[src/rtl/synth_pkg.sv]
// +----------------------------------------------------------------------------+
// | synth_pkg : shared constants and FSM state type for the wave playback path |
// | Revision  : 1.0                                                            |
// +----------------------------------------------------------------------------+
`default_nettype none

package synth_pkg;

  localparam int NUM_OSCILLATORS = 4;
  localparam int SAMPLE_W        = 16;
  localparam int PHASE_FRAC      = 16;
  localparam int RAM_LATENCY     = 2;

  typedef enum logic [2:0] {
    ST_IDLE    = 3'd0,
    ST_ADVANCE = 3'd1,
    ST_WAIT    = 3'd2,
    ST_ACCUM   = 3'd3,
    ST_OUTPUT  = 3'd4
  } state_t;

endpackage

`default_nettype wire

[src/rtl/osc_phase_acc.sv]
// +----------------------------------------------------------------------------+
// | osc_phase_acc : 16.16 phase accumulator for one oscillator with wrap       |
// | Revision      : 1.0                                                        |
// +----------------------------------------------------------------------------+
`default_nettype none

module osc_phase_acc (
  input  logic        clk_in,
  input  logic        rst_in,
  input  logic        i_update,
  input  logic        i_on,
  input  logic [15:0] i_width,
  input  logic [31:0] i_step,
  output logic [15:0] o_index_next
);

  import synth_pkg::*;

  localparam int PHASE_W = SAMPLE_W + PHASE_FRAC;

  logic [PHASE_W-1:0] r_phase;
  logic [PHASE_W-1:0] w_phase_next;
  logic [PHASE_W:0]   w_limit;
  logic [PHASE_W:0]   w_sum;
  logic [PHASE_W:0]   w_wrap;

  // One extra bit keeps phase+step exact even when it passes 2^32.
  assign w_limit = {1'b0, i_width, {PHASE_FRAC{1'b0}}};
  assign w_sum   = {1'b0, r_phase} + {1'b0, i_step};
  assign w_wrap  = w_sum - w_limit;

  always_comb begin
    w_phase_next = '0;
    if (!i_on || (i_width == '0)) begin
      w_phase_next = '0;
    end else if (w_sum < w_limit) begin
      w_phase_next = w_sum[PHASE_W-1:0];
    end else if (w_wrap < w_limit) begin
      w_phase_next = w_wrap[PHASE_W-1:0];
    end else begin
      w_phase_next = '0;
    end
  end

  always_ff @(posedge clk_in or negedge rst_in) begin
    if (!rst_in) begin
      r_phase <= '0;
    end else if (i_update) begin
      r_phase <= w_phase_next;
    end
  end

  assign o_index_next = w_phase_next[PHASE_W-1 -: SAMPLE_W];

endmodule

`default_nettype wire

[src/rtl/wave_playback.sv]
// +----------------------------------------------------------------------------+
// | wave_playback : per-trigger oscillator advance, RAM wait, mix and output   |
// | Revision      : 1.0                                                        |
// +----------------------------------------------------------------------------+
`default_nettype none

module wave_playback #(
  parameter int NUM_OSCILLATORS = synth_pkg::NUM_OSCILLATORS,
  parameter int RAM_LATENCY     = synth_pkg::RAM_LATENCY
) (
  input  logic                          clk_in,
  input  logic                          rst_in,
  input  logic                          sample_trig_in,
  input  logic [15:0]                   wave_width_in,
  input  logic [NUM_OSCILLATORS-1:0]    osc_is_on_in,
  input  logic [NUM_OSCILLATORS*32-1:0] osc_step_in,
  output logic [NUM_OSCILLATORS*16-1:0] osc_index_out,
  input  logic [NUM_OSCILLATORS*16-1:0] osc_data_in,
  output logic [15:0]                   audio_out,
  output logic                          audio_valid_out,
  output logic                          busy_out,
  output logic                          overrun_out
);

  import synth_pkg::*;

  localparam int SHIFT  = $clog2(NUM_OSCILLATORS);
  localparam int SUM_W  = SAMPLE_W + SHIFT;
  localparam int WCNT_W = (RAM_LATENCY > 1) ? $clog2(RAM_LATENCY) : 1;

  localparam logic [WCNT_W-1:0]      WAIT_LAST = WCNT_W'(RAM_LATENCY - 1);
  localparam logic signed [SUM_W-1:0] SAT_MAX  = SUM_W'(32767);
  localparam logic signed [SUM_W-1:0] SAT_MIN  = -SUM_W'(32768);

  state_t                          r_state;
  logic [WCNT_W-1:0]               r_wait_cnt;
  logic [NUM_OSCILLATORS-1:0]      r_on;
  logic [NUM_OSCILLATORS*16-1:0]   r_index;
  logic signed [SUM_W-1:0]         r_sum;
  logic [15:0]                     r_audio;
  logic                            r_valid;
  logic                            r_overrun;

  logic                            w_advance;
  logic [NUM_OSCILLATORS*16-1:0]   w_index_next;
  logic signed [SUM_W-1:0]         w_mix;
  logic signed [SUM_W-1:0]         w_shifted;
  logic [15:0]                     w_audio;

  assign w_advance = (r_state == ST_ADVANCE);

  for (genvar gi = 0; gi < NUM_OSCILLATORS; gi++) begin : g_osc
    osc_phase_acc u_acc (
      .clk_in       (clk_in),
      .rst_in       (rst_in),
      .i_update     (w_advance),
      .i_on         (osc_is_on_in[gi]),
      .i_width      (wave_width_in),
      .i_step       (osc_step_in[gi*32 +: 32]),
      .o_index_next (w_index_next[gi*SAMPLE_W +: SAMPLE_W])
    );
  end

  // Enable mask is the one captured in ADVANCE, not the live input.
  always_comb begin
    w_mix = '0;
    for (int i = 0; i < NUM_OSCILLATORS; i++) begin
      if (r_on[i]) begin
        w_mix = w_mix + SUM_W'($signed(osc_data_in[i*SAMPLE_W +: SAMPLE_W]));
      end
    end
  end

  assign w_shifted = r_sum >>> SHIFT;

  always_comb begin
    w_audio = w_shifted[SAMPLE_W-1:0];
    if (w_shifted > SAT_MAX) begin
      w_audio = 16'h7FFF;
    end else if (w_shifted < SAT_MIN) begin
      w_audio = 16'h8000;
    end
  end

  always_ff @(posedge clk_in or negedge rst_in) begin
    if (!rst_in) begin
      r_state    <= ST_IDLE;
      r_wait_cnt <= '0;
      r_on       <= '0;
      r_index    <= '0;
      r_sum      <= '0;
      r_audio    <= '0;
      r_valid    <= 1'b0;
      r_overrun  <= 1'b0;
    end else begin
      r_valid <= 1'b0;
      if (sample_trig_in && (r_state != ST_IDLE)) begin
        r_overrun <= 1'b1;
      end
      case (r_state)
        ST_IDLE: begin
          if (sample_trig_in) begin
            r_state <= ST_ADVANCE;
          end
        end
        ST_ADVANCE: begin
          r_on       <= osc_is_on_in;
          r_index    <= w_index_next;
          r_wait_cnt <= '0;
          r_state    <= ST_WAIT;
        end
        ST_WAIT: begin
          if (r_wait_cnt == WAIT_LAST) begin
            r_wait_cnt <= '0;
            r_state    <= ST_ACCUM;
          end else begin
            r_wait_cnt <= r_wait_cnt + 1'b1;
          end
        end
        ST_ACCUM: begin
          r_sum   <= w_mix;
          r_state <= ST_OUTPUT;
        end
        ST_OUTPUT: begin
          r_audio <= w_audio;
          r_valid <= 1'b1;
          r_state <= ST_IDLE;
        end
        default: begin
          r_state <= ST_IDLE;
        end
      endcase
    end
  end

  assign osc_index_out   = r_index;
  assign audio_out       = r_audio;
  assign audio_valid_out = r_valid;
  assign busy_out        = (r_state != ST_IDLE);
  assign overrun_out     = r_overrun;

endmodule

`default_nettype wire

[config.mk]
export PLATFORM = sky130hd
export DESIGN_NAME = wave_playback
export DESIGN_NICKNAME = d
export VERILOG_FILES = /design/src/rtl/synth_pkg.sv /design/src/rtl/osc_phase_acc.sv /design/src/rtl/wave_playback.sv
export SDC_FILE = /design/constraint.sdc
export NUM_CORES = 1
export LEC_CHECK = 0
export CAP_MARGIN = 5
export CORE_MARGIN = 1.5
export CORE_UTILIZATION = 57
export CTS_CLUSTER_DIAMETER = 30
export DETAILED_ROUTE_END_ITERATION = 10
export PLACE_DENSITY_LB_ADDON = 0.1
export SYNTH_ARGS = -nofsm -noshare
export SYNTH_HDL_FRONTEND = slang
export SYNTH_SLANG_ARGS = --single-unit
[constraint.sdc]
create_clock -name clk_in -period 7.5 [get_ports clk_in]
set_input_delay 1.125 -clock clk_in [delete_from_list [all_inputs] [get_ports clk_in]]
set_output_delay 1.125 -clock clk_in [all_outputs]
set_load 0.01 [all_outputs]
---- Yosys cells after proc, flatten, opt, wreduce, memory -nomap -nowiden ----
Index checks and enable logic that the tools add are counted.
word-level totals
  register bits after elaboration ......... 236
  output and inout port bits .............. 83
  logic and storage cells ................. 78
cells by class
  add/sub/neg operators ................... 12
  magnitude comparators ................... 10
  equal/unequal tests ..................... 6
  mux-type cells .......................... 24
  reduce and logical (&&, ||, !) cells .... 14
operator list
  operator              count
  $mux 32               12
  $lt 33x32->1          8
  $add 32x32->33        4
  $sub 33x32->33        4
  $mux 18               4
  $add 18x16->18        3
  $mux 16               2
  $gt 16x16->1 const B  1
  $logic_not 16->1      1
  $lt 16x16->1 const B  1
  $pmux 3 s4            1
  $eq 3x2->1 const B    2
  $mux 3                2
  $logic_not 1->1       4
  $logic_or 1x1->1      4
  $ne 2x2->1 const B    2
  $eq 3x1->1 const B    1
  $eq 3x3->1 const B    1
  $logic_not 3->1       1
  $reduce_bool 3->1     1
  $mux 1                2
  $pmux 1 s2            1
  $reduce_and 2->1      1
  $reduce_bool 2->1     1
  2 further kinds       2

---- Depth between registers and ports, before layout ----
Gate-level depths: netlist (run 1).
  depth in word-level cells ............... 7
  gate-level depth with buffers ........... 31
  gate-level depth less buffers ........... 29

---- By module ----
A second synthesis (run 1) with hierarchy kept.
unflattened totals
  cells, all modules ...................... 3,063
  area total of the unflattened synthesis .. 26,268.9 um^2
by module, submodules not included
  module                              instances  cells each  area an instance (um^2)
  osc_phase_acc (g_osc[1].u_acc ...)  2          587         4,760.8
  wave_playback                       1          724         7,139.3
  osc_phase_acc (g_osc[3].u_acc)      1          615         5,068.6
  osc_phase_acc (g_osc[0].u_acc)      1          550         4,539.4

---- Worst setup path before layout (run 1) ----
Ideal clock, no wire load.
  kind .................................... input to register
  start ................................... input osc_step_in[64]
  end ..................................... register r_index[42], in the netlist osc_index_out[42]
  arrival ................................. 6.848 ns
  required time ........................... 7.434 ns
  slack ................................... 0.586 ns
  stages on the path ...................... 28
  cells stage by stage .................... ha_1 fa_1 a211oi_1 o21ai_1 a2111o_1 a31o_2 o21ai_0 a21oi_1 a21o_1 a21oi_1 xnor2_1 ha_1 o21a_1 o311a_1 o31a_1 o31a_1 a21o_1 a211oi_1 nor2_1 ha_1 a2111oi_0 o211ai_1 o22ai_1 nand2b_1 mux2_2 nor2_2 buf_2 a221o_1
between the ends
  longest elaborated chain between the ends .. 6
  elaborated cells on any way between the ends .. 7
  those cells by class .................... add/sub: 2; order compare: 2; mux: 3
RTL lines
  what                  RTL line              text
  start, declared       wave_playback.sv:16   input logic [NUM_OSCILLATORS*32-1:0] osc_step_in,
  $add 32x32->33 (*)    osc_phase_acc.sv:29   assign w_sum = {1'b0, r_phase} + {1'b0, i_step};
  $sub 33x32->33        osc_phase_acc.sv:30   assign w_wrap = w_sum - w_limit;
  $lt 33x32->1          osc_phase_acc.sv:38   end else if (w_wrap < w_limit) begin
  $mux 32               osc_phase_acc.sv:38
  $mux 32 (*)           osc_phase_acc.sv:36   end else if (w_sum < w_limit) begin
  $mux 32 (*)           osc_phase_acc.sv:34   if (!i_on || (i_width == '0)) begin
  end signal, assigned  wave_playback.sv:108  r_index <= w_index_next;
  end, declared         wave_playback.sv:38   logic [NUM_OSCILLATORS*16-1:0] r_index;
Mark *: on every way between the ends. The rest lies on a longest branch, timed or not.
A chain may end at the register's enable or synchronous reset.

---- Worst setup path in the final report (run 1) ----
  start ................................... input osc_step_in[64]
  end ..................................... register g_osc[2].u_acc.r_phase[2]
between the ends
  longest elaborated chain between the ends .. 6
  elaborated cells on any way between the ends .. 7
  those cells by class .................... add/sub: 2; order compare: 2; mux: 3
RTL lines
  what                  RTL line             text
  $add 32x32->33 (*)    osc_phase_acc.sv:29
  $sub 33x32->33        osc_phase_acc.sv:30
  $lt 33x32->1          osc_phase_acc.sv:38
  $mux 32               osc_phase_acc.sv:38
  $mux 32 (*)           osc_phase_acc.sv:36
  $mux 32 (*)           osc_phase_acc.sv:34
  end signal, assigned  osc_phase_acc.sv:49  r_phase <= w_phase_next;
  end, declared         osc_phase_acc.sv:21  logic [PHASE_W-1:0] r_phase;
Marks and branches as above.

==> results of run 1 <==
==> per-layer routing <==
| layer | wire length [um] | GRT usage [%] |
|---|---|---|
| met2 | 28530 | 55.12 |
| met4 | 1723 | 11.63 |
| met1 | 25610 | 39.86 |
| met3 | 3400 | 3.874 |
| met5 | 0 | 0 |
==> flip-flops by register name (all words and copies together), names as in the netlist <==
name and cells:
g_osc.u_acc.r_phase 64, osc_index_out 64, audio_out 16, r_sum 16, r_on 4, r_state 3, audio_valid_out 1, overrun_out 1
r_wait_cnt 1
==> critical path: stages <==
cell and delay (ps):
clkdlybuf4s50_1 410, ha_1 230, fa_1 430, a211oi_2 260
o21ai_1 130, a2111o_1 440, a31o_2 250, o21ai_1 180
a21oi_1 130, a21o_1 210, a21oi_2 170, xnor2_2 160
ha_1 310, o21a_1 150, o311a_1 140, o31a_1 330
o31a_1 270, a21o_1 180, a211oi_1 230, nor2_1 90
ha_1 220, a2111oi_2 370, o211ai_1 130, o22ai_1 190
nand2_1 80, mux2_2 310, a21bo_4 290, o21ai_0 180
==> report_power, final <==
part           total (mW)  internal [mW]  switching (mW)
combinational        8.50           3.97            4.53
clock               0.912          0.448           0.464
sequential           1.50           1.23           0.268
total                10.9           5.65            5.26
==> per-stage QoR <==
step	util, %	instance area (um2)	power (mW)	setup WS, ps
6_report	69.79	24700	10.91	267.9
3_5_place_dp	67.72	23970	9.741	-407.4
3_3_place_gp	67.72	23970	9.496	-247.6
2_1_floorplan	-	20370	7.614	586.0
5_1_grt	69.77	24690	11.90	-57.85
4_1_cts	69.39	24560	10.73	49.07
==> placed cells by master, fill, tap and decap left out, types with 27 or more instances in the layout <==
master,synthesis,layout
a21o_1,115,115
a21oi_1,193,190
a22o_1,74,74
a31oi_1,29,28
and2_1,34,34
buf_4,65,90
clkdlybuf4s50_1,0,296
dfrtp_1,170,170
ha_1,305,305
inv_1,98,98
mux2_2,31,31
mux2i_1,27,27
nand2_1,166,165
nand2b_1,27,27
nand3_1,37,37
nor2_1,132,132
nor2b_1,38,38
nor3_1,44,44
o21a_1,51,51
o21ai_0,143,137
o21bai_1,31,31
xnor2_1,135,134
xor2_1,56,54
==> what timing repair did <==
item / in CTS / in global routing
endpoints found under the setup margin: 0 / 121
gates resized for setup: 0 / 27
setup buffers: 0 / 3
==> cell type report <==
class	instances	area, um2
repair buffers	391	3730
multi-input cells	1994	15170
clock buffers	17	425.4
inverters	98	367.9
diodes	4	10.01
well taps	461	576.8
clock inverters	15	166.4
flip-flops and latches	170	4254
fillers	2898	10690
==> final timing paths <==
path / slack (ps) / to / depth (start not counted)
setup / recovery: 270 / g_osc[2].u_acc.r_phase[2]$_DFFE_PN0P_ / 28
hold / removal: 480 / overrun_out$_DFFE_PN0P_ / 1
setup reg to reg: 970 / g_osc[2].u_acc.r_phase[2]$_DFFE_PN0P_ / 27
hold reg to reg: 480 / overrun_out$_DFFE_PN0P_ / 1
max in group asynchronous: 5640 / osc_index_out[47]$_DFFE_PN0P_ / 2
min in group asynchronous: 620 / g_osc[2].u_acc.r_phase[0]$_DFFE_PN0P_ / 1
==> cells by family after synthesis <==
family,synth area share (%)
mux,3.888
buf+inv,5.313
simple gates,13.78
fa+ha+maj,19.72
compound gates,28.21
flops,20.88
xor+xnor,8.212
==> results.sh, run 1 <==
export IMPL_clock_sinks=170
export IMPL_hold_class="flip-flop to flip-flop"
export IMPL_yosys_area_top_type="dfrtp_1"
export IMPL_maxCapViolCount=0
export IMPL_cts_root_buf="clkbuf_16"
export IMPL_routedWlPerCell_um=18.81
export IMPL_final_max_slew_violation_count=0
export IMPL_fin_crit_ps=7232
export IMPL_drtIter0Drc=1057
export IMPL_clk_latency_ps=470
export IMPL_top_level_ports=298
export IMPL_crit_path_start_kind="input port"
export IMPL_grt_max_degree=75
export IMPL_synth_top_area_share_pct=20.88
export IMPL_synth_seq_area_share_pct=20.88
export IMPL_core_um2=35400
export IMPL_ys_ff_latch=170
export IMPL_clkTransAtPathRegs_ps=80
export IMPL_worstMarginPinSlew_ps=843.4
export IMPL_synthArstFlopShare_pct=100.0
export IMPL_gp_congestion=0.9508
export IMPL_start_util_pct=57.55
export IMPL_yosysUniqueCellTypes=88
export IMPL_critical_path_required_ps=7890
export IMPL_grt_pass1_vias=18712
export IMPL_fin_tns_setup_ps=0
export IMPL_drtPass1Iterations=5
export IMPL_p_leak_nw=11.95
export IMPL_worstPathMaxFanout=16
export IMPL_cts_tree="built"
export IMPL_min_delay_start="overrun_out$_DFFE_PN0P_"
export IMPL_worstSetupPathType="input port to flip-flop"
export IMPL_slew_headroom_pct=43.78
export IMPL_grtUsageTotal_pct=31.61
export IMPL_synthCells=2379
export IMPL_dp_hpwl_mm=46.45
export IMPL_area_growth_pct=21.26
export IMPL_synth_edf_count=0
export IMPL_setup_violations=0
export IMPL_fin_crit_sh_pct=96.43
export IMPL_critPathArrivalTime_ps=7620
export IMPL_rows=69
export IMPL_ant_nets=0
export IMPL_layout_drive_gt1_share_pct=8.194
export IMPL_endpoint_kind="flip-flop"
export IMPL_die_area_um2=36880
export IMPL_synth_most_common_cell="ha_1"
export IMPL_fmaxAchievable_mhz=138.3
export IMPL_final_net_count=3202
export IMPL_skew_ps=14.25
export IMPL_die_y_um=192.1
export IMPL_cts_buffer_depth=2
export IMPL_vias=19393
export IMPL_viasPerCell=6.157
export IMPL_numCtsBuffers=17
export IMPL_synthTopCellsByCount="ha_1, a21oi_1, dfrtp_1, nand2_1, o21ai_0"
export IMPL_grt_ovfl_total=0
export IMPL_netlist_top_cells_area="dfrtp_1, ha_1, xnor2_1"
export IMPL_cts_max_level=4
export IMPL_stdcell_count=3150
export IMPL_antenna_found_initial=3
export IMPL_startpoint="osc_step_in[64]"
export IMPL_dp_cells=3111
export IMPL_hold_buffers=0
export IMPL_wl_mm=59.26
export IMPL_powerDensity_nw_per_um2=441.7
export IMPL_ir_drop_uv=244.8
export IMPL_portBuffers=297
export IMPL_syn_area_per_cell_um2=8.563
export IMPL_ys_flop_type="dfrtp_1"
export IMPL_rr_startpoint="g_osc[2].u_acc.r_phase[0]$_DFFE_PN0P_"
export IMPL_hold_viol_final=0
export IMPL_synth_nets=2909
export IMPL_syn_area_um2=20370
export IMPL_grt_pass1_wl_mm=93.41
export IMPL_holdWs_ps=476.2
export IMPL_ys_warn_count=0
export IMPL_run_status="complete, no violations"
export IMPL_die_x_um=192.1
export IMPL_drc=0
(Power assumes the default switching activity.)
==> run 2: changes to the inputs <==
==> constraint.sdc (replaced) <==
create_clock -name clk_in -period 7.5 [get_ports clk_in]
set_input_delay 0.75 -clock clk_in [delete_from_list [all_inputs] [get_ports clk_in]]
set_output_delay 0.75 -clock clk_in [all_outputs]
set_load 0.01 [all_outputs]
==> results.sh, run 2 (same netlist as run 1, synthesis figures left out) <==
export IMPL_p_leak_nw=11.68
export IMPL_startpoint="osc_step_in[96]"
export IMPL_cts_root_buf="clkbuf_16"
export IMPL_fmaxAchievable_mhz=142.7
export IMPL_gp_congestion=0.9447
export IMPL_worstSetupPathType="input port to flip-flop"
export IMPL_grt_pass1_wl_mm=92.32
export IMPL_drtIter0Drc=1117
export IMPL_dp_slack_ps=-119.7
export IMPL_die_area_um2=36880
export IMPL_viasPerCell=6.171
export IMPL_crit_path_start_kind="input port"
export IMPL_finish_utilization_pct=68.54
export IMPL_fin_crit_sh_pct=93.43
export IMPL_hold_viol_final=0
export IMPL_routedWlPerCell_um=18.93
export IMPL_start_util_pct=57.55
export IMPL_top_level_ports=298
export IMPL_crit_slowest_cell="or4_1"
export IMPL_grt_ovfl_total=0
export IMPL_worstMarginPinSlew_ps=1036
export IMPL_ir_drop_uv=265.4
export IMPL_cts_tree="built"
export IMPL_drc=0
export IMPL_final_max_slew_violation_count=0
export IMPL_setup_violations=0
export IMPL_r2r_end="g_osc[3].u_acc.r_phase[15]$_DFFE_PN0P_"
export IMPL_vias=19119
export IMPL_grtUsageTotal_pct=31.36
export IMPL_powerDensity_nw_per_um2=439.5
export IMPL_layout_drive_gt1_share_pct=5.963
export IMPL_grt_max_degree=89
export IMPL_hold_class="input port to async pin"
export IMPL_mostFrequentLayoutCells="ha_1, clkdlybuf4s50_1, a21oi_1"
export IMPL_endpoint_kind="flip-flop"
export IMPL_rows=69
export IMPL_antenna_found_initial=3
export IMPL_cts_buffer_depth=2
export IMPL_clkTransAtPathRegs_ps=70
export IMPL_worstPathMaxFanout=29
export IMPL_core_um2=35400
export IMPL_wl_mm=58.66
export IMPL_endpoint="g_osc[3].u_acc.r_phase[15]$_DFFE_PN0P_"
export IMPL_fin_crit_ps=7008
export IMPL_dp_hpwl_mm=46.12
export IMPL_numCtsBuffers=17
export IMPL_portBuffers=297
export IMPL_final_net_count=3150
export IMPL_rr_startpoint="g_osc[3].u_acc.r_phase[0]$_DFFE_PN0P_"
export IMPL_skew_ps=7.648
export IMPL_worst_path_largest_cell_delay_ps=480
export IMPL_slew_headroom_pct=30.91
export IMPL_area_growth_pct=19.09
export IMPL_cpMostUsedCell="ha_1"
export IMPL_run_status="complete, no violations"
export IMPL_die_y_um=192.1
export IMPL_cts_max_level=4
export IMPL_ant_nets=0
export IMPL_grt_pass1_vias=18571
export IMPL_die_x_um=192.1
export IMPL_critPathArrivalTime_ps=7400
export IMPL_clk_latency_ps=460
export IMPL_clock_sinks=170
export IMPL_regToRegSetupSlack_ps=810
export IMPL_setup_ws_ps=492.5
export IMPL_mostFrequentLayoutCell="ha_1"
export IMPL_reg2regPathDepth=29
export IMPL_drtPass1Iterations=5
export IMPL_critical_path_required_ps=7900
export IMPL_maxCapViolCount=0
[run 2: where the power goes]
part	switching, mW	total (mW)	internal [mW]
logic	4.46	8.23	3.77
registers	0.273	1.50	1.23
clock network	0.450	0.926	0.476
total	5.18	10.7	5.48
[run 2: worst min-delay path by stage]
stage / end / depth (start not counted)
final: g_osc[2].u_acc.r_phase[0]$_DFFE_PN0P_ / 1
after global routing: g_osc[2].u_acc.r_phase[0]$_DFFE_PN0P_ / 1
after CTS: g_osc[2].u_acc.r_phase[1]$_DFFE_PN0P_ / 1
after detailed placement: overrun_out$_DFFE_PN0P_ / 1
after global placement: overrun_out$_DFFE_PN0P_ / 1
after floorplan: r_sum[16]$_DFFE_PN0P_ / 2
[run 2: worst max-delay path, delay by kind of cell]
kind            cells  cell delay (ps)
buf+inv             3              790
simple gates        6             1130
fa+ha+maj           4             1220
compound gates     15             3200
xor+xnor            2              280
[run 2: timing repair]
action / in CTS / in global routing
buffers inserted: 0 / 0
endpoints found under the setup margin: 0 / 66
hold buffers: 0 / 0
gates resized for setup: 0 / 14
[run 2: through the flow]
stage	cell area, um2	power, mW	std cells	hold WS, ps	setup TNS [ps]
6_report	24260	10.66	3098	277.3	0
5_1_grt	24250	11.66	3094	335.9	-241.6
4_1_cts	24200	10.56	3094	301.7	0
3_5_place_dp	23600	9.558	3062	448.7	-1176
3_3_place_gp	23600	9.303	3062	439.0	-89.07
2_1_floorplan	20370	7.614	2379	433.1	0
[run 2: area by class of cell]
cell class              instances  area [um2]
clock inverters                15       173.9
repair buffers                339        3339
clock buffers                  17       425.4
well taps                     461       576.8
diodes                          4       10.01
multi-input cells            1994       15110
flip-flops and latches        170        4254
inverters                      98       367.9
fillers                      2929       11140
[run 2: metal layers]
| metal | global-route usage [%] | vias up | share of wire (%) | routed length [um] |
|---|---|---|---|---|
| li1 | - | 9330 | - | - |
| met1 | 39.62 | 9085 | 43 | 25480 |
| met2 | 53.43 | 577 | 47 | 27500 |
| met3 | 4.111 | 123 | 5.7 | 3334 |
| met4 | 13.63 | 4 | 4.0 | 2320 |
| met5 | 0 | - | 0.038 | 22 |
==> run 3: changes to the inputs <==
--- a/config.mk
+++ b/config.mk
@@ -6,6 +6,7 @@
 export NUM_CORES = 1
 export LEC_CHECK = 0
 export CAP_MARGIN = 5
+export CORE_ASPECT_RATIO = 1.4
 export CORE_MARGIN = 1.5
 export CORE_UTILIZATION = 57
 export CTS_CLUSTER_DIAMETER = 30
==> results.sh, run 3 (same netlist as run 1, synthesis figures left out) <==
export IMPL_viasPerCell=6.232
export IMPL_final_net_count=3155
export IMPL_maxCapViolCount=0
export IMPL_rsz0062_at_grt="no"
export IMPL_portBuffers=297
export IMPL_fmaxAchievable_mhz=140.7
export IMPL_start_util_pct=58.10
export IMPL_final_max_slew_violation_count=0
export IMPL_cpMostUsedCell="ha_1"
export IMPL_skew_ps=11.89
export IMPL_ant_nets=0
export IMPL_dp_hpwl_mm=47.51
export IMPL_die_y_um=226.7
export IMPL_power_frac_clock_pct=8.6
export IMPL_worstSetupPathType="input port to flip-flop"
export IMPL_power_switching_mw=5.208
export IMPL_hold_viol_final=0
export IMPL_top_level_ports=298
export IMPL_grtUsageMet1_pct=36.03
export IMPL_core_um2=35070
export IMPL_fin_crit_sh_pct=94.76
export IMPL_grt_busiest_layer="met2"
export IMPL_layout_drive_gt1_share_pct=6.065
export IMPL_routedWlPerCell_um=19.47
export IMPL_powerDensity_nw_per_um2=440.1
export IMPL_grt_ovfl_total=0
export IMPL_clkTransAtPathRegs_ps=80
export IMPL_combinationalPowerShare_pct=77.0
export IMPL_ir_drop_uv=279.6
export IMPL_cts_max_level=4
export IMPL_clock_sinks=170
export IMPL_grt_max_degree=95
export IMPL_grt_use_met2_pct=60.41
export IMPL_drtPass1Iterations=6
export IMPL_rows=81
export IMPL_hold_class="input port to async pin"
export IMPL_worst_path_largest_cell_delay_ps=450
export IMPL_seqPwrFrac_pct=14.3
export IMPL_endpoint_kind="flip-flop"
export IMPL_grt_pass1_wl_mm=96.39
export IMPL_wl_mm=60.25
export IMPL_slew_headroom_pct=32.31
export IMPL_numCtsBuffers=17
export IMPL_vias=19289
export IMPL_critPathArrivalTime_ps=7490
export IMPL_mostFrequentLayoutCell="ha_1"
export IMPL_drtIter0Drc=1200
export IMPL_power_internal_mw=5.466
export IMPL_area_growth_pct=19.05
export IMPL_use_met3_pct=4.536
export IMPL_gp_congestion=0.9715
export IMPL_cts_root_buf="clkbuf_16"
export IMPL_swShare_pct=48.79
export IMPL_mostFrequentLayoutCells="ha_1, clkdlybuf4s50_1, a21oi_1"
export IMPL_stdcell_count=3095
export IMPL_critical_path_required_ps=7880
export IMPL_antenna_found_initial=2
export IMPL_cts_buffer_depth=2
export IMPL_p_leak_nw=11.70
export IMPL_drc=0
export IMPL_die_area_um2=36900
export IMPL_fin_tns_setup_ps=0
export IMPL_grt_pass1_vias=19610
export IMPL_setup_violations=0
export IMPL_hold_buffers=0
export IMPL_worstMarginPinSlew_ps=1015
export IMPL_crit_slowest_cell="a2111o_1"
export IMPL_crit_path_start_kind="input port"
export IMPL_grtUsageTotal_pct=32.70
export IMPL_fin_crit_ps=7107
export IMPL_die_x_um=162.8
export IMPL_run_status="complete, no violations"
export IMPL_worstPathMaxFanout=16
export IMPL_dp_cells=3060
export IMPL_cts_tree="built"
export IMPL_clk_latency_ps=470
run 3: final timing paths:
path	from	to	slack, ps	depth (start not counted)
max	osc_step_in[64]	g_osc[2].u_acc.r_phase[4]$_DFFE_PN0P_	390	30
min in group clk_in	overrun_out$_DFFE_PN0P_	overrun_out$_DFFE_PN0P_	460	1
max in group asynchronous	rst_in	osc_index_out[6]$_DFFE_PN0P_	5520	2
min reg2reg	overrun_out$_DFFE_PN0P_	overrun_out$_DFFE_PN0P_	460	1
max reg2reg	g_osc[2].u_acc.r_phase[0]$_DFFE_PN0P_	g_osc[2].u_acc.r_phase[4]$_DFFE_PN0P_	710	29
min	rst_in	g_osc[2].u_acc.r_phase[7]$_DFFE_PN0P_	370	1
run 3: area by class of cell:
class / count / area, um2
diodes: 1 / 2.502
fillers: 2952 / 10810
well taps: 456 / 570.5
multi-input cells: 1994 / 15100
clock inverters: 14 / 146.4
clock buffers: 18 / 429.2
inverters: 98 / 367.9
flip-flops and latches: 170 / 4254
repair buffers: 344 / 3381
run 3: worst max-delay path, delay by kind of cell:
kind	cells	cell delay, ps
AO/OA/AOI/OAI	19	4260
AND/OR/NAND/NOR	2	160
adder cells (fa/ha/maj)	4	1160
multiplexers	1	280
buffers and inverters	3	690
XOR/XNOR	1	190
run 3: what timing repair did:
| action | CTS | global route |
|---|---|---|
| setup buffers | 0 | 1 |
| hold endpoints to repair | 0 | 0 |
| gates resized for setup | 0 | 10 |
| setup endpoints to repair | 0 | 77 |
run 3: metal layers:
metal	routed length [um]	up-vias
met4	2806	2
met5	17	-
met1	23630	9259
met3	2860	165
li1	-	9316
met2	30940	547
run 3: through the flow:
| step | hold slack [ps] | power (mW) | utilization (%) | instance area, um2 | setup slack (ps) |
|---|---|---|---|---|---|
| after floorplan | 433.1 | 7.614 | - | 20370 | 961.0 |
| after global placement | 439.6 | 9.364 | 67.35 | 23620 | -1.437 |
| after detailed placement | 442.8 | 9.615 | 67.35 | 23620 | -266.5 |
| after CTS | 454.8 | 10.58 | 68.99 | 24190 | 203.2 |
| after global routing | 477.2 | 11.65 | 69.16 | 24250 | 0.6022 |
| final | 368.9 | 10.67 | 69.16 | 24250 | 392.7 |
run 3: power groups by stage:
stage / clock [mW] / combinational (mW) / sequential (mW)
final: 0.921 / 8.22 / 1.53
after CTS: 0.927 / 8.13 / 1.53
after global placement: 0 / 7.84 / 1.53
after detailed placement: 0 / 8.07 / 1.54
after floorplan: 0 / 6.20 / 1.41
after global routing: 0.964 / 9.11 / 1.57
